### config.mk
export PLATFORM = sky130hd
export DESIGN_NAME = wb_stage
export DESIGN_NICKNAME = d
export VERILOG_FILES = /design/src/rtl/wb_stage.sv
export SDC_FILE = /design/constraint.sdc
export NUM_CORES = 1
export LEC_CHECK = 0
export ABC_AREA = 1
export CAP_MARGIN = 20
export CORE_AREA = 2 2 88 90
export DETAILED_ROUTE_END_ITERATION = 7
export DIE_AREA = 0 0 90 92
export GPL_TIMING_DRIVEN = 1
export MAX_ROUTING_LAYER = met4
export PLACE_DENSITY_LB_ADDON = 0.15
export SETUP_SLACK_MARGIN = 0.3
export SYNTH_ARGS = -nofsm -noshare
export SYNTH_HDL_FRONTEND = slang
export SYNTH_SLANG_ARGS = --single-unit
export TNS_END_PERCENT = 50
### constraint.sdc
create_clock -name vclk -period 2.2
set_clock_uncertainty 0.1 [all_clocks]
set_input_delay 0.22 -clock vclk [all_inputs]
set_output_delay 0.22 -clock vclk [all_outputs]
set_load 0.005 [all_outputs]
### src/rtl/wb_stage.sv
// Write-back stage: load alignment/extension, register-file write port and retire trace.
// Define WB_TRACE_FIFO_EN to build the 2-entry trace FIFO, rdata hold register and backpressure.
module wb_stage (
    input  logic        clk,
    input  logic        resetn,
    input  logic        in_valid,
    output logic        in_ready,
    input  logic [31:0] result,
    input  logic [31:0] PC,
    input  logic [7:0]  mem_op,
    input  logic        res_from_mem,
    input  logic        gr_we,
    input  logic [4:0]  dest,
    input  logic [31:0] data_sram_rdata,
    output logic        rf_we,
    output logic [4:0]  rf_waddr,
    output logic [31:0] rf_wdata,
    output logic [31:0] debug_wb_pc,
    output logic [3:0]  debug_wb_rf_we,
    output logic [4:0]  debug_wb_rf_wnum,
    output logic [31:0] debug_wb_rf_wdata,
    output logic        debug_wb_valid,
    input  logic        debug_wb_ready
);

    logic        retire;
    logic [31:0] rdata_sel;
    logic [31:0] load_val;
    logic [7:0]  ld_byte;
    logic [15:0] ld_half;

    // Store encodings (mem_op[7:5]) never select a load path.
    logic [2:0]  unused_store_ops;
    assign unused_store_ops = mem_op[7:5];

    always_comb begin
        // NOTE: every signal gets a default first so no path through the block infers a latch.
        ld_byte  = rdata_sel[7:0];
        load_val = rdata_sel;
        case (result[1:0])
            2'd1:    ld_byte = rdata_sel[15:8];
            2'd2:    ld_byte = rdata_sel[23:16];
            2'd3:    ld_byte = rdata_sel[31:24];
            default: ld_byte = rdata_sel[7:0];
        endcase
        ld_half = result[1] ? rdata_sel[31:16] : rdata_sel[15:0];
        if (mem_op[0])      load_val = {{24{ld_byte[7]}}, ld_byte};
        else if (mem_op[1]) load_val = {{16{ld_half[15]}}, ld_half};
        else if (mem_op[3]) load_val = {24'h0, ld_byte};
        else if (mem_op[4]) load_val = {16'h0, ld_half};
    end

    assign retire   = in_valid & in_ready;
    assign rf_we    = retire & gr_we & (dest != 5'd0);
    assign rf_waddr = dest;
    assign rf_wdata = res_from_mem ? load_val : result;

`ifdef WB_TRACE_FIFO_EN

    typedef struct packed {
        logic [31:0] pc;
        logic [3:0]  we;
        logic [4:0]  wnum;
        logic [31:0] wdata;
    } trace_t;

    logic        held_q, held_d;
    logic [31:0] hold_q, hold_d;
    trace_t      fifo_q [2];
    trace_t      fifo_d [2];
    logic        wptr_q, wptr_d;
    logic        rptr_q, rptr_d;
    logic [1:0]  count_q, count_d;
    logic        push, pop;

    assign in_ready  = resetn & ((count_q < 2'd2) | debug_wb_ready);
    assign rdata_sel = held_q ? hold_q : data_sram_rdata;
    assign push      = retire;
    assign pop       = debug_wb_valid & debug_wb_ready;

    always_comb begin
        held_d  = held_q;
        hold_d  = hold_q;
        fifo_d  = fifo_q;
        wptr_d  = wptr_q;
        rptr_d  = rptr_q;
        count_d = count_q;

        // The load data is only valid in the first stalled cycle, so it is frozen until retire.
        if (retire) begin
            held_d = 1'b0;
        end else if (in_valid && !held_q) begin
            held_d = 1'b1;
            hold_d = data_sram_rdata;
        end

        if (push) begin
            fifo_d[wptr_q] = '{pc: PC, we: {4{rf_we}}, wnum: dest, wdata: rf_wdata};
            wptr_d         = wptr_q + 1'b1;
        end
        if (pop) begin
            rptr_d = rptr_q + 1'b1;
        end
        case ({push, pop})
            2'b10:   count_d = count_q + 2'd1;
            2'b01:   count_d = count_q - 2'd1;
            default: count_d = count_q;
        endcase
    end

    always_ff @(posedge clk or negedge resetn) begin
        if (!resetn) begin
            held_q  <= 1'b0;
            hold_q  <= 32'h0;
            wptr_q  <= 1'b0;
            rptr_q  <= 1'b0;
            count_q <= 2'd0;
            // NOTE: the trace storage is reset too, so debug_* read as zero during and after reset.
            for (int i = 0; i < 2; i++) begin
                fifo_q[i] <= '0;
            end
        end else begin
            // NOTE: non-blocking assignments so every flop samples pre-edge values.
            held_q  <= held_d;
            hold_q  <= hold_d;
            wptr_q  <= wptr_d;
            rptr_q  <= rptr_d;
            count_q <= count_d;
            fifo_q  <= fifo_d;
        end
    end

    assign debug_wb_valid    = (count_q != 2'd0);
    assign debug_wb_pc       = fifo_q[rptr_q].pc;
    assign debug_wb_rf_we    = fifo_q[rptr_q].we;
    assign debug_wb_rf_wnum  = fifo_q[rptr_q].wnum;
    assign debug_wb_rf_wdata = fifo_q[rptr_q].wdata;

`else

    // Without the FIFO the stage holds no state; the trace mirrors the current retire.
    logic [1:0] unused_trace_ctl;
    assign unused_trace_ctl = {clk, debug_wb_ready};

    assign in_ready          = resetn;
    assign rdata_sel         = data_sram_rdata;
    assign debug_wb_valid    = retire;
    assign debug_wb_pc       = retire ? PC : 32'h0;
    assign debug_wb_rf_we    = {4{rf_we}};
    assign debug_wb_rf_wnum  = retire ? dest : 5'd0;
    assign debug_wb_rf_wdata = retire ? rf_wdata : 32'h0;

`endif

endmodule

==> results of run 1 <==
[layer usage]
metal,up-vias,share of wire,track usage
met3,27,0.080,0.04766
li1,1876,-,-
met2,211,0.52,0.5119
met4,0,0.022,0.03846
met5,-,0,-
met1,1710,0.38,0.2941
[kinds of logic after synthesis]
kind of cell,share of synthesized area
simple gates,0.5620
compound gates,0.1685
buf+inv,0.2695
[worst max path at each step]
stage                              from                    end  slack (ns)  cells past startpoint
floorplan                      in_valid      debug_wb_rf_we[0]        0.76                      6
global placement              result[1]  debug_wb_rf_wdata[13]       -0.46                     10
detailed placement            result[1]  debug_wb_rf_wdata[13]       -0.51                     11
CTS                             dest[4]      debug_wb_rf_we[1]        0.13                      6
global route                  mem_op[1]           rf_wdata[12]        0.11                     11
finish              data_sram_rdata[25]   debug_wb_rf_wdata[1]        0.19                      8
[where the power goes]
part | switching (W) | internal, W | total [W]
clock | 0 | 0.0000000000607 | 0.0000000000607
sequential | 0 | 0 | 0
combinational | 0.000453 | 0.000558 | 0.00101
[metrics by stage]
stage | setup TNS [ns] | utilization | setup slack [ns] | cell area [um2]
after CTS | 0 | 0.6237 | 0.1262 | 4644
after global placement | -20.46 | 0.5927 | -0.4568 | 4414
final | 0 | 0.6736 | 0.1899 | 5016
after floorplan | 0 | - | 0.7582 | 1968
after detailed placement | -23.50 | 0.5927 | -0.5125 | 4414
after global routing | 0 | 0.6736 | 0.1104 | 5016
[synthesized netlist by cell type (all sizes together)]
master    n  area [um2]
or2       4       25.02
o211ai    1       7.510
o21bai    1       7.510
o21a      3       22.52
inv      84       315.3
o311ai    1       8.760
buf      21       170.1
nand2   139       531.8
o21ai    40       211.5
a21oi    14       73.82
clkbuf   11       41.29
nor2     81       324.1
nand4     2       12.51
nand3b    1       7.510
clkinv    1       3.750
nand3    40       205.2
[repair_timing]
item,in CTS,in global routing
hold buffers,0,0
endpoints found under the setup margin,106,98
pin swaps,26,14
cloned,3,3
setup buffers,19,14
gates resized for setup,165,101
[worst max-delay path: stages]
cell             delay [ns]
clkdlybuf4s50_1        0.49
nand2_1                0.08
nor2_1                 0.11
o21ai_1                0.08
nand3_1                0.06
nand2_1                0.06
nor2_1                 0.08
clkdlybuf4s50_1        0.51
[layout make-up]
type | count | area share
timing repair buffer | 297 | 0.5787
multi-input combinational | 328 | 0.3253
inverter | 85 | 0.06710
tap | 102 | 0.02544
timing repair inverter | 2 | 0.002993
antenna | 1 | 0.0004989
==> impl_metrics.env, run 1 <==
export IMPL_syn_to_final_growth_pct=154.9
export IMPL_synth_cell_type_count=28
export IMPL_final_common_cell="nand2_1"
export IMPL_hold_violations=0
export IMPL_peakVddDrop_v=0.00009931
export IMPL_grt_pass1_vias=3552
export IMPL_hold_class="in2out"
export IMPL_final_cell_mix="nand2_1 (122), clkdlybuf4s50_1 (115), nor2_1 (73)"
export IMPL_dr_pass1_iters=5
export IMPL_die_w_um=90
export IMPL_syn_cell_area_um2=1968
export IMPL_worstHoldPathCells=5
export IMPL_layout_cells_non_filler=815
export IMPL_initial_core_util=0.2643
export IMPL_maxSlewHeadroom=0.8352
export IMPL_layout_nets=829
export IMPL_arrival_ns=1.69
export IMPL_antenna_found_initial=1
export IMPL_gr_total_overflow=0
export IMPL_drc=0
export IMPL_rsz0062_at_grt="yes"
export IMPL_crit_type="in2out"
export IMPL_worst_setup_path_end_kind="output port"
export IMPL_synth_cells=444
export IMPL_min_to="rf_wdata[0]"
export IMPL_path_max_fanout=2
export IMPL_fmax_ghz=0.4975
export IMPL_hold_ws_ns=0.9117
export IMPL_leakagePower_nw=3.132
export IMPL_period_share=0.9137
export IMPL_syn_avg_cell_area_um2=4.433
export IMPL_avgRoutedWirePerCell_um=14.93
export IMPL_maxCapViolations=0
export IMPL_min_period_ns=2.010
export IMPL_place_hpwl_um=9096
export IMPL_drt_wl_total_um=12170
export IMPL_clkbuf_count=0
export IMPL_synth_nets=559
export IMPL_total_power_w=0.001011
export IMPL_grt_max_degree=31
export IMPL_grt_pass1_wl_um=17910
export IMPL_drive_above_1_share=0.2261
export IMPL_grt_use_total=0.2671
export IMPL_crit_required_ns=1.88
export IMPL_vias=3824
export IMPL_ff_latch_area_um2=0
export IMPL_core_area_um2=7447
export IMPL_min_from="result[0]"
export IMPL_seq_area_frac_synth=0
export IMPL_drt_first_iter_violations=261
export IMPL_ant_nets=0
export IMPL_fillerInstances=669
export IMPL_tightest_slew_ns=0.2468
export IMPL_multi_input_area_um2=1632
export IMPL_io_buffer_count=222
export IMPL_place_inst=775
export IMPL_status="complete, no violations"
export IMPL_row_count=32
export IMPL_die_y_um=92
export IMPL_flops_and_latches=0
export IMPL_startpoint_type="input pin"
export IMPL_vias_per_cell=4.692
export IMPL_die_area_um2=8280
export IMPL_drv_slew=0
export IMPL_routabilityCongestion=0.9744
export IMPL_ios=228
export IMPL_setup_viol_count_final=0
export IMPL_p_per_area_nw_per_um2=201.6
export IMPL_synth_yosys_warnings=0
Note: power is estimated with default switching activity, not from simulation.
==> inputs of run 2 (changes only) <==
clock period = 2 ns   (was 2.2 ns; I/O delays follow)
==> run 2 against run 1 <==
Core utilization decreased by 1.4 points. Sequential share of layout area unchanged. Non-clock buffer count increased by 2. Routed wire length down 1.3%. Largest cell class unchanged. Largest power group unchanged. Highest routed layer unchanged.
==> impl_metrics.env, run 2 (same netlist as run 1, synthesis figures left out) <==
export IMPL_status="complete, no violations"
export IMPL_vias_per_cell=4.662
export IMPL_crit_required_ns=1.70
export IMPL_cp_cell_sequence="buf_4 > buf_6 > o21ai_4 > buf_6 > buf_4 > nand4_1 > nand2_1 > nand2_1 > clkdlybuf4s50_1"
export IMPL_syn_to_final_growth_pct=149.6
export IMPL_antenna_found_initial=1
export IMPL_arrival_ns=1.63
export IMPL_hold_class="in2out"
export IMPL_rsz0062_at_grt="yes"
export IMPL_crit_family="buffers and inverters"
export IMPL_worst_setup_path_end_kind="output port"
export IMPL_grt_use_total=0.2637
export IMPL_drc=0
export IMPL_vias=3809
export IMPL_maxSlewHeadroom=0.8317
export IMPL_cpMaxStageDelayCell="clkdlybuf4s50_1"
export IMPL_comb_power_share=1.000
export IMPL_die_w_um=90
export IMPL_period_share=0.9634
export IMPL_avgRoutedWirePerCell_um=14.70
export IMPL_flops_and_latches=0
export IMPL_p_per_area_nw_per_um2=224.9
export IMPL_row_count=32
export IMPL_path_max_fanout=5
export IMPL_maxCapViolations=0
export IMPL_hold_buffers=0
export IMPL_initial_core_util=0.2643
export IMPL_seqPwrFrac=0
export IMPL_place_hpwl_um=9019
export IMPL_fillerInstances=687
export IMPL_min_period_ns=1.927
export IMPL_gr_total_overflow=0
export IMPL_dp_slack_ns=-0.6456
export IMPL_grt_pass1_wl_um=17590
export IMPL_crit_type="in2out"
export IMPL_tightest_slew_ns=0.2524
export IMPL_final_cell_mix="nand2_1 (122), clkdlybuf4s50_1 (119), nor2_1 (75)"
export IMPL_fmax_ghz=0.5190
export IMPL_drt_first_iter_violations=230
export IMPL_multi_input_area_um2=1654
export IMPL_dr_pass1_iters=4
export IMPL_p_int_w=0.0006014
export IMPL_drv_slew=0
export IMPL_clkbuf_count=0
export IMPL_grt_max_degree=31
export IMPL_cp_buffers_inverters=5
export IMPL_ant_nets=0
export IMPL_ios=228
export IMPL_setup_ws_ns=0.07318
export IMPL_min_to="rf_waddr[0]"
export IMPL_die_y_um=92
export IMPL_p_sw_w=0.0005032
export IMPL_ff_latch_area_um2=0
export IMPL_max_stage_delay_ns=0.44
export IMPL_final_common_cell="nand2_1"
export IMPL_pwr_share_clk=0
export IMPL_leakagePower_nw=2.786
export IMPL_routabilityCongestion=0.9730
export IMPL_hold_violations=0
export IMPL_grt_pass1_vias=3544
export IMPL_total_power_w=0.001105
export IMPL_drive_above_1_share=0.2493
export IMPL_layout_nets=831
export IMPL_core_area_um2=7447
export IMPL_die_area_um2=8280
export IMPL_startpoint_type="input pin"
export IMPL_peakVddDrop_v=0.0001098
export IMPL_io_buffer_count=222
export IMPL_setup_viol_count_final=0
export IMPL_min_from="dest[0]"
export IMPL_drt_wl_total_um=12010
export IMPL_worstHoldPathCells=2
export IMPL_sw_frac_of_total=0.4555
-- run 2: changes by cell type in the layout (fill, tap and decap cells not counted), sizes merged, moves of 4 or more --
| cell | delta |
|---|---|
| buf | +20 |
| dlymetal6s2s | -23 |
| clkbuf | -7 |
| clkdlybuf4s50 | +4 |
| dlygate4sd2 | +7 |
-- run 2: power groups by stage --
stage          logic [W]  registers (W)  clock network [W]
6_report         0.00110              0    0.0000000000671
5_1_grt          0.00119              0    0.0000000000668
4_1_cts          0.00104              0                  0
3_5_place_dp    0.000998              0                  0
3_3_place_gp    0.000989              0                  0
2_1_floorplan   0.000375              0                  0
-- run 2: area by class of cell --
type                       count  share of cell area
antenna                        1           0.0005094
timing repair inverter         2            0.003057
multi-input combinational    328              0.3367
tap                          102             0.02598
timing repair buffer         299              0.5637
inverter                      85             0.07005
-- run 2: repair_timing --
action | in CTS | in global routing
endpoints found under the setup margin | 107 | 106
pin swaps | 30 | 11
hold endpoints to repair | 0 | 0
cloned | 3 | 1
gates resized for setup | 246 | 58
buffers inserted | 21 | 14
-- run 2: how the worst max path moves through the flow --
| stage | from | end | cells past startpoint |
|---|---|---|---|
| 4_1_cts | resetn | debug_wb_rf_we[0] | 6 |
| 6_report | mem_op[1] | rf_wdata[6] | 9 |
| 5_1_grt | mem_op[1] | rf_wdata[6] | 9 |
| 3_5_place_dp | result[1] | debug_wb_rf_wdata[13] | 11 |
| 2_1_floorplan | in_valid | debug_wb_rf_we[0] | 6 |
| 3_3_place_gp | result[1] | debug_wb_rf_wdata[13] | 10 |
-- run 2: stage by stage --
step | utilization | setup TNS, ns | instances | hold slack (ns) | cell area [um2]
final | 0.6596 | 0 | 817 | 0.8313 | 4912
after global routing | 0.6596 | 0 | 817 | 0.8489 | 4912
after CTS | 0.6274 | 0 | 801 | 0.9354 | 4672
after detailed placement | 0.5948 | -33.31 | 777 | 1.176 | 4429
after global placement | 0.5948 | -30.47 | 777 | 1.170 | 4429
after floorplan | - | 0 | 444 | 0.3707 | 1968
-- run 2: metal layers --
layer / up-vias / track usage / wire (um)
li1: 1881 / - / -
met1: 1686 / 0.2941 / 4597
met2: 210 / 0.4837 / 6181
met3: 32 / 0.04848 / 932
met4: 0 / 0.07051 / 301
met5: - / - / 0
